--- config.mk ---
export PLATFORM = sky130hd
export DESIGN_NAME = cache_read_data_aligner
export DESIGN_NICKNAME = d
export VERILOG_FILES = /design/src/rtl/cache_read_data_aligner.sv
export SDC_FILE = /design/constraint.sdc
export NUM_CORES = 1
export LEC_CHECK = 0
export BUFFER_PORTS_ARGS = -buffer_cell sky130_fd_sc_hd__buf_2
export CAP_MARGIN = 20
export CELL_PAD_IN_SITES_DETAIL_PLACEMENT = 0
export CELL_PAD_IN_SITES_GLOBAL_PLACEMENT = 2
export CORE_ASPECT_RATIO = 2
export CORE_MARGIN = 1.5
export CORE_UTILIZATION = 37
export CTS_CLUSTER_SIZE = 8
export DETAILED_ROUTE_END_ITERATION = 12
export HOLD_SLACK_MARGIN = 0.08
export PLACE_DENSITY_LB_ADDON = 0.2
export SYNTH_ARGS = -nofsm -noshare
export SYNTH_HDL_FRONTEND = slang
export SYNTH_SLANG_ARGS = --single-unit
--- constraint.sdc ---
create_clock -name clk -period 11.24 [get_ports clk]
set_input_delay 0 -clock clk [delete_from_list [all_inputs] [get_ports clk]]
set_output_delay 0 -clock clk [all_outputs]
set_load 0.03 [all_outputs]
--- src/rtl/cache_read_data_aligner.sv ---
// Read-data aligner: extracts, right-justifies and extends a possibly
// line-straddling read from one or two cache-line beats.
module cache_read_data_aligner #(
    parameter int p_line_nbytes = 16,
    parameter int p_idx_nbits   = $clog2(p_line_nbytes)
) (
    input  logic                       clk,
    input  logic                       reset,
    input  logic                       req_val,
    output logic                       req_rdy,
    input  logic [3:0]                 req_type,
    input  logic [p_idx_nbits-1:0]     req_len,
    input  logic [p_idx_nbits-1:0]     req_offset,
    input  logic                       req_signed,
    input  logic                       line_val,
    output logic                       line_rdy,
    input  logic [8*p_line_nbytes-1:0] line_data,
    output logic                       resp_val,
    input  logic                       resp_rdy,
    output logic [8*p_line_nbytes-1:0] resp_data,
    output logic                       resp_err
);

    localparam int W  = 8 * p_line_nbytes;
    localparam int NB = p_idx_nbits + 1;
    localparam logic [NB-1:0] LP_LINE = NB'(p_line_nbytes);
    localparam logic [3:0] LP_TYPE_READ = 4'd0;

    typedef enum logic [1:0] {
        IDLE,
        BEAT0,
        BEAT1,
        RESP
    } state_t;

    state_t                 r_state;
    logic [3:0]             r_type;
    logic [p_idx_nbits-1:0] r_len;
    logic [p_idx_nbits-1:0] r_off;
    logic                   r_signed;
    logic [W-1:0]           r_line0;
    logic [W-1:0]           r_data;
    logic                   r_err;

    logic [NB-1:0] w_nbytes;
    logic [NB-1:0] w_nm1;
    logic [NB-1:0] w_end;
    logic          w_read;
    logic          w_legal;
    logic          w_cross;

    assign w_nbytes = (r_len == '0) ? LP_LINE : {1'b0, r_len};
    assign w_nm1    = w_nbytes - NB'(1);
    assign w_end    = {1'b0, r_off} + w_nbytes;
    assign w_read   = (r_type == LP_TYPE_READ);
    assign w_legal  = (w_nbytes & w_nm1) == '0;
    assign w_cross  = w_read & w_legal & (w_end > LP_LINE);

    logic [W-1:0]   w_lo;
    logic [W-1:0]   w_hi;
    logic [2*W-1:0] w_wide;
    logic [W-1:0]   w_s;
    logic [W-1:0]   w_res;
    logic           w_sign;
    logic           w_err;

    // The upper line only contributes in BEAT1; in BEAT0 the window fits line0.
    always_comb begin
        w_lo   = (r_state == BEAT1) ? r_line0 : line_data;
        w_hi   = (r_state == BEAT1) ? line_data : '0;
        w_wide = {w_hi, w_lo} >> {r_off, 3'b000};
        w_s    = w_wide[W-1:0];
        w_sign = 1'b0;
        w_res  = '0;
        w_err  = 1'b0;
        for (int i = 0; i < p_line_nbytes; i++) begin
            if (NB'(i) == w_nm1) begin
                w_sign = r_signed & w_s[8*i+7];
            end
        end
        if (w_read && !w_legal) begin
            w_err = 1'b1;
        end else if (w_read) begin
            for (int i = 0; i < p_line_nbytes; i++) begin
                w_res[8*i +: 8] = (NB'(i) < w_nbytes) ? w_s[8*i +: 8]
                                                      : {8{w_sign}};
            end
        end
    end

    always_ff @(posedge clk) begin
        if (reset) begin
            r_state  <= IDLE;
            r_type   <= '0;
            r_len    <= '0;
            r_off    <= '0;
            r_signed <= 1'b0;
            r_line0  <= '0;
            r_data   <= '0;
            r_err    <= 1'b0;
        end else begin
            case (r_state)
                IDLE: begin
                    if (req_val) begin
                        r_type   <= req_type;
                        r_len    <= req_len;
                        r_off    <= req_offset;
                        r_signed <= req_signed;
                        r_state  <= BEAT0;
                    end
                end
                BEAT0: begin
                    if (line_val) begin
                        r_line0 <= line_data;
                        if (w_cross) begin
                            r_state <= BEAT1;
                        end else begin
                            r_data  <= w_res;
                            r_err   <= w_err;
                            r_state <= RESP;
                        end
                    end
                end
                BEAT1: begin
                    if (line_val) begin
                        r_data  <= w_res;
                        r_err   <= w_err;
                        r_state <= RESP;
                    end
                end
                RESP: begin
                    if (resp_rdy) begin
                        r_state <= IDLE;
                    end
                end
                default: r_state <= IDLE;
            endcase
        end
    end

    // Reset masks every output so nothing handshakes while it is held.
    assign req_rdy   = ~reset & (r_state == IDLE);
    assign line_rdy  = ~reset & ((r_state == BEAT0) | (r_state == BEAT1));
    assign resp_val  = ~reset & (r_state == RESP);
    assign resp_data = reset ? '0 : r_data;
    assign resp_err  = ~reset & r_err;

endmodule

Word level (Yosys, flattened, before mapping)
Cells that the tools add are included.

word-level totals
  register bits after elaboration = 272
  input port bits = 146
  output and inout port bits = 132

cells by class
  order comparisons = 17
  multiplexer cells = 53
  add/sub/neg operators = 2
  shift operators = 1
  bitwise gates (word level) = 25
  eq/ne operators = 23
  reduce and logical (&&, ||, !) cells = 12

operators with widths
  kind                number
  $mux 128            8
  $pmux 128 s2        1
  $shr 256x7->128     1
  $mux 8              16
  $eq 4x5->1 const A  8
  $lt 4x5->1 const A  8
  $and 1x1->1         22
  $mux 1              21
  $eq 3x5->1 const A  4
  $lt 3x5->1 const A  4
  $eq 2x5->1 const A  2
  $logic_not 5->1     2
  $lt 1x5->1 const A  2
  $lt 2x5->1 const A  2
  $ne 2x2->1 const B  5
  $logic_not 4->1     2
  $mux 2              4
  $pmux 2 s4          1
  $reduce_and 4->1    2
  $add 4x5->5         1
  $and 5x5->5         1
  $eq 1x5->1 const A  1
  $gt 5x5->1 const B  1
  $mux 5              1
  other kinds (11)    13

Longest topological paths before layout
  word-level depth = 26
  depth in mapped cells = 19
  mapped depth without buffers = 13

Worst setup path after synthesis
No wires, ideal clock.

  path kind = register to register
  from = reg r_off[1]
  to = reg r_data[16]
  buffers on the path = 7
  cell stages (with the launch flop) = 20
  setup slack = 7.355 ns
  clock period less this slack = 3.885 ns
  required time = 11.171 ns
  arrival = 3.816 ns
  cell sequence = dfxtp_1 > buf_2 > inv_1 > clkbuf_1 > buf_1 > clkbuf_1 > clkbuf_1 > fa_1 > inv_1 > a21o_1 > a21oi_1 > xnor2_1 > a31oi_1 > and2_1 > o2111a_1 > o21a_4 > buf_8 > buf_8 > a31oi_1 > o21ai_1

on the way
  word-level cells in the longest chain between the ends = 24
  elaborated cells on any way between the ends = 45

ends and longest elaborated chain
  what                    RTL line  source
  start, declared         39        logic [p_idx_nbits-1:0] r_off;
  start signal, assigned  107       r_off <= req_offset;
  $shr 256x7->128         71        w_wide = {w_hi, w_lo} >> {r_off, 3'b000};
  $and 1x1->1             78        w_sign = r_signed & w_s[8*i+7];
  $mux 1 (16 in a row)    77        if (NB'(i) == w_nm1) begin
  $mux 8                  85        w_res[8*i +: 8] = (NB'(i) < w_nbytes) ? w_s[8*i +: 8]
  $mux 128                83        end else if (w_read) begin
  $mux 128                81        if (w_read && !w_legal) begin
  $mux 128                115       if (w_cross) begin
  $mux 128                113       if (line_val) begin
  $pmux 128 s2            102       case (r_state)
  end signal, assigned    118       r_data <= w_res;
  end signal, assigned    126       r_data <= w_res;
  end, declared           42        logic [W-1:0] r_data;

Parallel ways exist; a longest one is shown, timed or not. The select of a mux whose other input is x is not followed.
A chain may end at the register's enable or synchronous reset.

Worst setup path after layout
  from = reg r_len[1]
  to = reg r_data[120]

on the way
  word-level cells in the longest chain between the ends = 26
  elaborated cells on any way between the ends = 53

ends and longest elaborated chain
  what                    RTL line  source
  start, declared         38        logic [p_idx_nbits-1:0] r_len;
  start signal, assigned  106       r_len <= req_len;
  $logic_not 4->1         52        assign w_nbytes = (r_len == '0) ? LP_LINE : {1'b0, r_len};
  $mux 5 *                52
  $sub 5x1->5             53        assign w_nm1 = w_nbytes - NB'(1);
  $logic_not 5->1         77
  $mux 1 (16 in a row)    77
  $mux 8                  85
  $mux 128                83
  $mux 128                81
  $mux 128                115
  $mux 128                113
  $pmux 128 s2            102

Mark *: on every way between the ends. The rest lies on a longest branch, timed or not. The select of a mux whose other input is x is not followed.

==> metrics.txt <==
status finished clean; Least-Margin Pin Slew 1.19 ns; Post-CTS Resized 0; average cell area after synthesis 7.40 sq um; gr ovfl total 0; Area growth syn-to-layout 19.6%; TritonCTS buffer count 40; post-synth cell types 74; Final #Nets 3331; vias per cell 6.07; Yosys warnings 0; Die ar. 60000 sq um; Main synth FF type dfxtp_1; Final Hold Fails 0; family with the most delay on the worst path simple AND/OR/NAND/NOR gates; Post-synth EDFFs 0; hold path cells 4; slowest stage delay, CP 0.78 ns; post-layout util 0.446; H-tree levels 2; Skew-Pair Late Insertion Delay 0.60 ns; worst r2r path cells 10; IO Pins 278; register area share after synthesis 0.252; number of antenna violations at the first check in global routing 8; setup repair bufs after CTS 0; Die Y-Extent 345 um; Slew HR 0.202; DR iter-0 viols 1834; final-layout fill cell count 6089; Min-Delay Path Class in2reg; port buffer count 277; Power Density 237 nW/um^2; Max clock buf depth 3; Commonest cells post-synth 716 x nand2_1, 336 x a21oi_1, 272 x dfxtp_1, 189 x nor2_1, 186 x o21ai_0; GPL Wtd Cong 1.05; crit-path cells nor3_1 -> nand2b_1 -> ha_1 -> nor4_1 -> nor3b_1 -> and2_1 -> o2111a_1 -> o21a_4 -> a21oi_2 -> o21ai_0; Post-Syn Nets 3084; vias in the first global route 23100; Crit path buffers/inverters 0; DR vias 23900; worst-path fanout max 49; critical path data arrival time 6.00 ns; synthesized netlist cell count 2925; first drt pass iteration count 8; Chip Width 174 um; LEAKAGE 9.86 nW; Placeable Area 58000 sq um; Avg WL per Cell 29.4 um; Placed Cells 3740; RSZ-0062 raised after global routing false; Post-Route Setup TNS 0 ns; Total Routing Usage GR 0.377; total power 0.00613 W; clock skew 0.0403 ns; CTS tree built; synthesized flop and latch total 272; global-route wire length before repair 164000 um; largest net degree at the start of global routing 133; Clock transition at path regs 0.05 ns; hold_buf cts 150; TritonCTS Sinks 272; Slew Viols, Final 0; maximum clock rate 182 MHz; Worst EP required 11.73 ns; clk root buf clkbuf_16; Critical Path Stages 10; Post-Layout Cell Count 3944; minimum clock period 5.51 ns; Setup CP Type reg2reg; wirelength, routed 116000 um; FFs w/ async S/R, synth 0; Max Cap Viol 0; largest cells by area after synthesis dfxtp_1 25%, nand2_1 12%, mux4_2 11%, a21oi_1 7.8%, mux2i_1 6.8%; Mapped Area 21600 sq um; share of layout cells above drive strength 1 0.193; HPWL Detailed 88600 um; antenna-violating nets left 0; top-count cell post-synth nand2_1; std cell rows 125; Remaining DRCs 0; Worst setup SP type flip-flop; cell taking the most area after synthesis dfxtp_1; Slowest-stage cell, CP nand2b_1; starting density of the core 0.373; top cell type's share of synthesized area 0.252; setup violators final 0; Max VDD drop 0.123 mV; post-route clock period utilization 0.490; Worst setup EP type flip-flop
metal layers:
| layer | global-route usage | share of wire | vias up |
|---|---|---|---|
| met5 | 0 | 0.00029 | - |
| met4 | 0.318 | 0.10 | 6 |
| met3 | 0.0545 | 0.060 | 340 |
| met2 | 0.658 | 0.49 | 1233 |
| met1 | 0.398 | 0.35 | 11500 |
| li1 | - | - | 10800 |
per-stage QoR:
step | worst slack [ns] | cell area, sq um | hold slack, ns
floorplan | 7.35 | 21600 | 0.136
global placement | 5.90 | 23200 | 0.242
detailed placement | 5.79 | 23200 | 0.248
CTS | 5.75 | 25900 | 0.202
global route | 5.32 | 25900 | 0.249
finish | 5.73 | 25900 | 0.218
area by class of cell:
class,instances,area [sq um],area share
timing repair buffer,474,3260,0.126
clock buffer,43,1030,0.0399
tap,762,953,0.0368
multi-input combinational,2359,15000,0.579
inverter,25,100,0.00387
clock inverter,4,75.1,0.00290
sequential,272,5460,0.211
antenna,5,12.5,0.000483
state kept, by name (all words and copies together) (netlist names):
| name | cells |
|---|---|
| r_state | 2 |
| r_type | 4 |
| r_line0 | 128 |
| r_off | 4 |
| r_len | 4 |
| r_signed | 1 |
| r_err | 1 |
| r_data | 128 |
worst min-delay path, delay by kind of cell:
family	cells	cell delay [ns]
compound gates	1	0.05
buf+inv	2	0.67
simple gates	1	0.05
where the power goes:
part	internal [W]	leakage [nW]	switching (W)
Sequential	0.00115	2.21	0.000128
Clock	0.000651	0.543	0.000491
Combinational	0.00117	7.10	0.00255
cell families after synthesis:
group / share of synthesized area
simple gates: 0.236
compound gates: 0.221
mux: 0.224
buf+inv: 0.0581
flops: 0.252
fa+ha+maj: 0.00786
xor+xnor: 0.00162
final timing paths:
check / end / slack [ns] / from
hold reg to reg: r_line0[19]$_SDFFE_PP0P_ / 0.45 / r_line0[19]$_SDFFE_PP0P_
hold / removal: r_line0[117]$_SDFFE_PP0P_ / 0.22 / line_data[117]
setup / recovery: r_data[120]$_SDFFE_PP0P_ / 5.73 / r_len[1]$_SDFFE_PP0P_
setup reg to reg: r_data[120]$_SDFFE_PP0P_ / 5.73 / r_len[1]$_SDFFE_PP0P_
cell usage in the layout (no fill, tap or decap), types with 4 or more instances in the layout:
master,Yosys,routed
nand2_1,716,714
a21oi_1,336,334
buf_2,57,276
dfxtp_1,272,268
nor2_1,189,189
o21ai_0,186,185
nor2b_1,155,155
dlygate4sd3_1,0,150
mux2i_1,146,146
mux4_2,102,102
mux2_2,96,96
a211oi_1,91,91
buf_4,5,45
clkbuf_16,0,40
o22ai_1,39,39
a31oi_1,35,35
o21ai_1,30,31
nor3_1,27,26
nand3_1,23,23
and2_1,21,20
inv_1,21,19
o211ai_1,17,17
o221ai_1,14,14
ha_1,12,11
o21a_1,9,9
nor4_1,9,9
and3_1,9,9
a311oi_1,9,9
nand2b_1,8,8
a22o_1,7,7
o21ai_2,7,7
a21oi_2,4,6
diode_2,0,5
a21o_1,4,4
a31o_2,5,4
dfxtp_4,0,4
Power figures use the tool's default switching activity.
